### src/rtl/lut_logic_engine_if.sv
// lut_logic_engine_if: stream-in, stream-out and table-write signals of the LUT engine
interface lut_logic_engine_if #(
   parameter int N_IN  = 4,
   parameter int N_OUT = 2
);
   logic             in_valid;
   logic             in_ready;
   logic [N_IN-1:0]  in_data;
   logic             out_valid;
   logic             out_ready;
   logic [N_OUT-1:0] out_data;
   logic             cfg_we;
   logic [N_IN-1:0]  cfg_addr;
   logic [N_OUT-1:0] cfg_data;
   modport master (
      output in_valid, in_data, out_ready, cfg_we, cfg_addr, cfg_data,
      input  in_ready, out_valid, out_data
   );
   modport slave (
      input  in_valid, in_data, out_ready, cfg_we, cfg_addr, cfg_data,
      output in_ready, out_valid, out_data
   );
endinterface

### src/rtl/lut_logic_engine.sv
// lut_logic_engine: two-stage pipelined, run-time rewritable truth-table lookup; LUT_STATS_EN adds a saturating transfer counter
module lut_logic_engine #(
   parameter int                          N_IN  = 4,
   parameter int                          N_OUT = 2,
   parameter logic [N_OUT*(2**N_IN)-1:0]  INIT  = 32'hA0FF1110
) (
   input  logic                 clk,
   input  logic                 rst_n,
`ifdef LUT_STATS_EN
   input  logic                 stat_clr,
   output logic [15:0]          stat_count,
`endif
   lut_logic_engine_if.slave    bus
);
   logic [N_OUT-1:0] lut_q [2**N_IN];
   logic             s1_valid;
   logic [N_IN-1:0]  s1_idx;
   logic             out_valid_q;
   logic [N_OUT-1:0] out_data_q;
   logic             advance;
   assign advance      = !out_valid_q || bus.out_ready;
   assign bus.in_ready = !s1_valid || advance;
   assign bus.out_valid = out_valid_q;
   assign bus.out_data  = out_data_q;
   // table registers: INIT on reset, single-row write on cfg_we
   always_ff @(posedge clk or negedge rst_n) begin
      if (!rst_n) begin
         for (int i = 0; i < 2**N_IN; i++) lut_q[i] <= INIT[i*N_OUT +: N_OUT];
      end else if (bus.cfg_we) begin
         lut_q[bus.cfg_addr] <= bus.cfg_data;
      end
   end
   // S1 captures the index whenever the slot is free or moving on
   always_ff @(posedge clk or negedge rst_n) begin
      if (!rst_n) begin
         s1_valid <= 1'b0;
         s1_idx   <= '0;
      end else if (bus.in_ready) begin
         s1_valid <= bus.in_valid;
         if (bus.in_valid) s1_idx <= bus.in_data;
      end
   end
   // OUT registers the pre-write row so a same-edge write never leaks in
   always_ff @(posedge clk or negedge rst_n) begin
      if (!rst_n) begin
         out_valid_q <= 1'b0;
         out_data_q  <= '0;
      end else if (advance) begin
         out_valid_q <= s1_valid;
         if (s1_valid) out_data_q <= lut_q[s1_idx];
      end
   end
`ifdef LUT_STATS_EN
   logic [15:0] stat_q;
   assign stat_count = stat_q;
   // count output transfers, saturating; clear wins over increment
   always_ff @(posedge clk or negedge rst_n) begin
      if (!rst_n) stat_q <= '0;
      else if (stat_clr) stat_q <= '0;
      else if (out_valid_q && bus.out_ready && stat_q != 16'hFFFF) stat_q <= stat_q + 16'd1;
   end
`endif
endmodule

### src/flat_wrapper.sv
// flat-port wrapper written by rule: the top's interface ports become plain ports
module lut_logic_engine_flat 
#(
   parameter int                          N_IN  = 4,
   parameter int                          N_OUT = 2,
   parameter logic [N_OUT*(2**N_IN)-1:0]  INIT  = 32'hA0FF1110
)
  (clk, rst_n, bus_in_valid, bus_in_data, bus_out_ready, bus_cfg_we, bus_cfg_addr, bus_cfg_data, bus_in_ready, bus_out_valid, bus_out_data);
  lut_logic_engine_if #(.N_IN(N_IN), .N_OUT(N_OUT)) bus_i ();
  input  logic clk;
  input  logic rst_n;
  input wire logic [$bits(bus_i.in_valid)-1:0] bus_in_valid;
  input wire logic [$bits(bus_i.in_data)-1:0] bus_in_data;
  input wire logic [$bits(bus_i.out_ready)-1:0] bus_out_ready;
  input wire logic [$bits(bus_i.cfg_we)-1:0] bus_cfg_we;
  input wire logic [$bits(bus_i.cfg_addr)-1:0] bus_cfg_addr;
  input wire logic [$bits(bus_i.cfg_data)-1:0] bus_cfg_data;
  output wire logic [$bits(bus_i.in_ready)-1:0] bus_in_ready;
  output wire logic [$bits(bus_i.out_valid)-1:0] bus_out_valid;
  output wire logic [$bits(bus_i.out_data)-1:0] bus_out_data;
  assign bus_i.in_valid = bus_in_valid;
  assign bus_i.in_data = bus_in_data;
  assign bus_i.out_ready = bus_out_ready;
  assign bus_i.cfg_we = bus_cfg_we;
  assign bus_i.cfg_addr = bus_cfg_addr;
  assign bus_i.cfg_data = bus_cfg_data;
  assign bus_in_ready = bus_i.in_ready;
  assign bus_out_valid = bus_i.out_valid;
  assign bus_out_data = bus_i.out_data;
  lut_logic_engine #(.N_IN(N_IN), .N_OUT(N_OUT), .INIT(INIT)) u_core (.clk(clk), .rst_n(rst_n), .bus(bus_i));
endmodule
### config.mk
export PLATFORM = sky130hd
export DESIGN_NAME = lut_logic_engine_flat
export DESIGN_NICKNAME = d
export VERILOG_FILES = /design/src/rtl/lut_logic_engine_if.sv /design/src/rtl/lut_logic_engine.sv /design/src/flat_wrapper.sv
export SDC_FILE = /design/constraint.sdc
export NUM_CORES = 1
export LEC_CHECK = 0
export CELL_PAD_IN_SITES_DETAIL_PLACEMENT = 0
export CELL_PAD_IN_SITES_GLOBAL_PLACEMENT = 2
export CORE_UTILIZATION = 35
export CTS_CLUSTER_DIAMETER = 100
export DETAILED_ROUTE_END_ITERATION = 12
export HOLD_SLACK_MARGIN = 0.05
export PLACE_DENSITY = 0.77
export SETUP_SLACK_MARGIN = 0.3
export SYNTH_ARGS = -nofsm -noshare
export SYNTH_HDL_FRONTEND = slang
export SYNTH_SLANG_ARGS = --single-unit
export TNS_END_PERCENT = 50
### constraint.sdc
create_clock -name clk -period 1.5 [get_ports clk]
set_input_delay 0.15 -clock clk [delete_from_list [all_inputs] [get_ports clk]]
set_output_delay 0.15 -clock clk [all_outputs]
set_load 0.02 [all_outputs]
# Word-level counts from Yosys, hierarchy flattened

Cells that the tools add are included.
W data, S select, Z words.

Bits in registers: 40
Bits in latches: 0
RAM bits: 0
Bits in read-only memories: 0
Input port bits: 15
Output and inout bits: 4
Word-level logic and storage cells: 38
Memories: 0

Add/subtract/negate cells: 0
Multipliers: 0
Div/mod/pow operators: 0
Order comparisons: 3
Eq/ne operators: 0
Shift-type cells: 0
Multiplexer cells: 6
Bitwise operators: 2
Reduce and logical (&&, ||, !) cells: 7

Operators by type and width:

| kind                 | number |
|---|---|
| $bwmux W32           | 1 |
| $ge A5 B5 Y1 const B | 2 |
| $not A4 Y5           | 2 |
| $bmux W2 S4          | 1 |
| $demux W2 S4         | 1 |
| $mux W2              | 3 |
| $lt A5 B1 Y1 const B | 1 |
| $reduce_and A2 Y1    | 2 |
| $logic_not A1 Y1     | 2 |
| $logic_or A1 B1 Y1   | 2 |
| $logic_and A1 B1 Y1  | 1 |

# Logic depth before layout (Yosys ltp)

Depth in word-level cells: 6
Depth in mapped cells: 6
Mapped depth without buffers: 4

# Worst setup path before layout

Ideal clock, no wire load.

Kind: flip-flop to flip-flop
From: register u_core.s1_idx[1]
To: register u_core.out_data_q[1], in the netlist u_core.bus.out_data[1]
Setup time: 124 ps
Data arrival time: 1437 ps
Required time: 1376 ps
Setup slack: -61 ps
Cell stages (with the launch flop): 7
Path buffers: 2
Clock period less this slack: 1561 ps
Path through: dfrtp_1 -> buf_2 -> buf_2 -> mux2_2 -> o21ai_0 -> nor4_1 -> a211o_1

Cells in the longest elaborated chain, start to end: 4

Ends and longest elaborated chain:

| item                                       | RTL line               | RTL |
|---|---|---|
| start, declared                            | lut_logic_engine.sv:17 | `logic [N_IN-1:0] s1_idx;` |
| start signal, assigned                     | lut_logic_engine.sv:40 | `if (bus.in_valid) s1_idx <= bus.in_data;` |
| $not A4 Y5 (implied by the code)           | lut_logic_engine.sv:50 | `if (s1_valid) out_data_q <= lut_q[s1_idx];` |
| $bmux W2 S4                                | lut_logic_engine.sv:50 |  |
| $mux W2 (implied by the code) (2 in a row) | lut_logic_engine.sv:50 |  |
| end signal, assigned                       | lut_logic_engine.sv:50 |  |
| end, declared                              | lut_logic_engine.sv:19 | `logic [N_OUT-1:0] out_data_q;` |

Every way passes these cells. The select of a mux whose other input is x is not followed.
A chain may end at the register's enable or synchronous reset.

# Worst setup path after layout

From: register u_core.s1_idx[1]
To: register u_core.out_data_q[0], in the netlist u_core.bus.out_data[0]

Same word-level chain as after synthesis.

==> results.md <==
* Cells after synthesis at 147
* R2r setup slk at -0.1 ns
* Initial antenna violation count at 0
* Commonest non-fill, non-tap cell in the layout: mux2_2
* Clock skew at 0.003830 ns
* Rows at 26
* FILL cells at 484
* Synth Flop Type: dfrtp_1
* Clk_lat worst skew at 0.29 ns
* Most frequent cells in the layout: mux2_2, dfrtp_1, buf_4, dfstp_2, nor2_1
* Hold Violations, Final at 0
* Worst-path clk slew at 0.08 ns
* Slew Viols, Final at 0
* CP required at 1.67 ns
* Post-synthesis sequential area ratio at 0.5279
* GRT Total Usage at 0.1641
* Asr flop ratio synth at 1.000
* P_sw at 822.6 uW
* Die extent in x at 76.20 um
* Crit-path max FO at 12
* Vias in the first global route at 1354
* Final period util at 1.065
* PortBufs at 18
* Placeable Area at 5205 um^2
* Combinational Power Share at 0.251
* Critical Path End Type: flip-flop
* Synth cell types at 23
* Layout cells sized above 1 at 0.5108
* Vias per cell at 5.059
* H-tree depth at 2
* Post-detail-place hpwl at 3.161 mm
* Crit Path Class: reg -> reg
* Placed cell count at 243
* DR iter-0 viols at 47
* Per-cell routed wire length at 16.91 um
* EDFF count, synth at 0
* Total wire length at 4.330 mm
* Pwr dens at 1238 nW/um^2
* FF+latch count, synth at 40
* Cts bufs inserted at 5
* Max Root-Sink Buffers at 2
* Worst setup path endpoint: u_core.bus.out_data[0]
* Setup WS post-layout at -0.09785 ns
* Die area at 5806 um^2
* CTS sink cnt at 40
* Leakage at 0.001024 uW
* Worst VDD drop at 0.0004928 V
* I/O pin cnt at 19
* R2R Path Start: u_core.s1_idx[1]
* CP Data Arrival Time at 1.77 ns
* Clock Root Buffer: clkbuf_8
* Post-Syn Area at 1927 um^2
* Global route total overflow at 0
* Average size of a mapped cell at 13.11 um^2
* Global-route wire length before repair at 7.120 mm
* P_int at 2202 uW
* Hold Path Class: in -> async
* Max_cap viols at 0
* Achievable clock frequency at 625.8 MHz
* FF-to-FF path depth at 5
* RSZ-0062 raised after global routing: true
* Switch share at 0.2720
* Clock share of power at 0.242
* Startpoint class of the critical path: flip-flop
* Pin count of the biggest net entering global routing at 25
* Slew @ Worst Pin at 0.4355 ns
* TritonCTS clock tree: yes
* Reg2Reg Capture Point: u_core.bus.out_data[0]
* DR pass1 iterations at 4
* Seq pwr share at 0.507
* Post-Place Setup Slack at -0.3701 ns
* DR DRC count at 0
* Count of final setup violators at 2
* Failing checks: setup timing
* Synth Warn # at 0
* Post-Route Setup TNS at -0.1608 ns
* Vias at 1295
* Die height at 76.20 um
* Min Clock Period, post-route at 1.598 ns
* Nets@finish at 200
* Antenna Cells at 0
* Slew HR at 0.7022
* Post-Layout Cell Count at 256
* Remaining antenna violation count at 0
* GP Congestion at 0.7881
* Setup crit start: u_core.s1_idx[1]
* Area growth syn-to-layout at 26.82%
* Synthesized net count at 162
* Starting Density at 0.3702
* Status: finished with violations
==> what timing repair did <==
item / in CTS / in global routing
endpoints found under the setup margin: 39 / 9
resized for setup: 22 / 8
hold buffers: 1 / 0
hold endpoints to repair: 13 / 0
buffers inserted: 4 / 0
pin swaps: 2 / 2
==> flip-flops by register name, indices dropped and copies added, names as in the netlist <==
name and flops:
u_core.bus.out_data 2, u_core.bus.out_valid 1, u_core.lut_q 32, u_core.s1_idx 4, u_core.s1_valid 1
==> cell families after synthesis <==
family / synth area share
flops: 0.5279
mux: 0.2786
compound gates: 0.04286
simple gates: 0.1338
buf+inv: 0.01688
==> area by class of cell <==
class	count	area, um^2	share of cell area
inverters	1	3.754	0.001536
flip-flops and latches	40	1020	0.4173
multi-input cells	100	914.6	0.3743
repair buffers	37	325.3	0.1331
well taps	70	87.58	0.03584
clock inverters	2	10.01	0.004096
clock buffers	6	82.58	0.03379
==> stage by stage <==
| step | utilization | hold WS (ns) | power, uW | cell area, um^2 |
|---|---|---|---|---|
| after floorplan | - | -0.1456 | 1999 | 1967 |
| after global placement | 0.4442 | 0.09169 | 2257 | 2312 |
| after detailed placement | 0.4442 | 0.1074 | 2293 | 2312 |
| after CTS | 0.4647 | 0.3355 | 3046 | 2419 |
| after global routing | 0.4695 | 0.3646 | 3198 | 2444 |
| final | 0.4695 | 0.3383 | 3024 | 2444 |
==> power by group through the flow <==
stage / registers (uW) / clock network, uW / logic, uW
6_report: 1530 / 732 / 759
5_1_grt: 1560 / 814 / 824
4_1_cts: 1530 / 769 / 749
3_5_place_dp: 1550 / 0 / 745
3_3_place_gp: 1530 / 0 / 727
2_1_floorplan: 1500 / 0 / 496
==> worst max-delay path, stage by stage (launching register included) <==
cell	delay (ns)
dfrtp_1	0.38
buf_12	0.15
mux4_2	0.51
nor2_1	0.11
nor4_1	0.07
a211o_1	0.27
==> Yosys cell counts (3+ instances only) <==
cell type / number / area share
mux2_2: 37 / 0.22
dfrtp_1: 27 / 0.35
dfstp_2: 13 / 0.18
nor2_1: 12 / 0.023
nand2b_1: 7 / 0.023
nor2b_1: 7 / 0.023
nand2_1: 6 / 0.012
nand3b_1: 6 / 0.023
buf_2: 5 / 0.013
mux4_2: 4 / 0.047
a2111oi_0: 3 / 0.014
a211oi_1: 3 / 0.012
==> how the worst min path moves through the flow <==
| stage | from | endpoint | slack, ns | cells past startpoint |
|---|---|---|---|---|
| CTS | rst_n | u_core.lut_q[19] | 0.34 | 2 |
| floorplan | rst_n | u_core.bus.out_data[0] | -0.15 | 0 |
| global route | bus_cfg_addr[2] | u_core.lut_q[31] | 0.36 | 4 |
| global placement | rst_n | u_core.lut_q[20] | 0.09 | 1 |
| finish | rst_n | u_core.lut_q[19] | 0.34 | 2 |
| detailed placement | rst_n | u_core.lut_q[21] | 0.11 | 1 |
==> layer usage <==
| layer | vias to the layer above | track usage | wire, um |
|---|---|---|---|
| met4 | 0 | 0.04808 | 20 |
| met2 | 33 | 0.2545 | 2095 |
| met5 | - | 0 | 0 |
| met1 | 653 | 0.2217 | 2051 |
| met3 | 2 | 0.04910 | 163 |
| li1 | 607 | - | - |
Power figures use the tool's default switching activity.
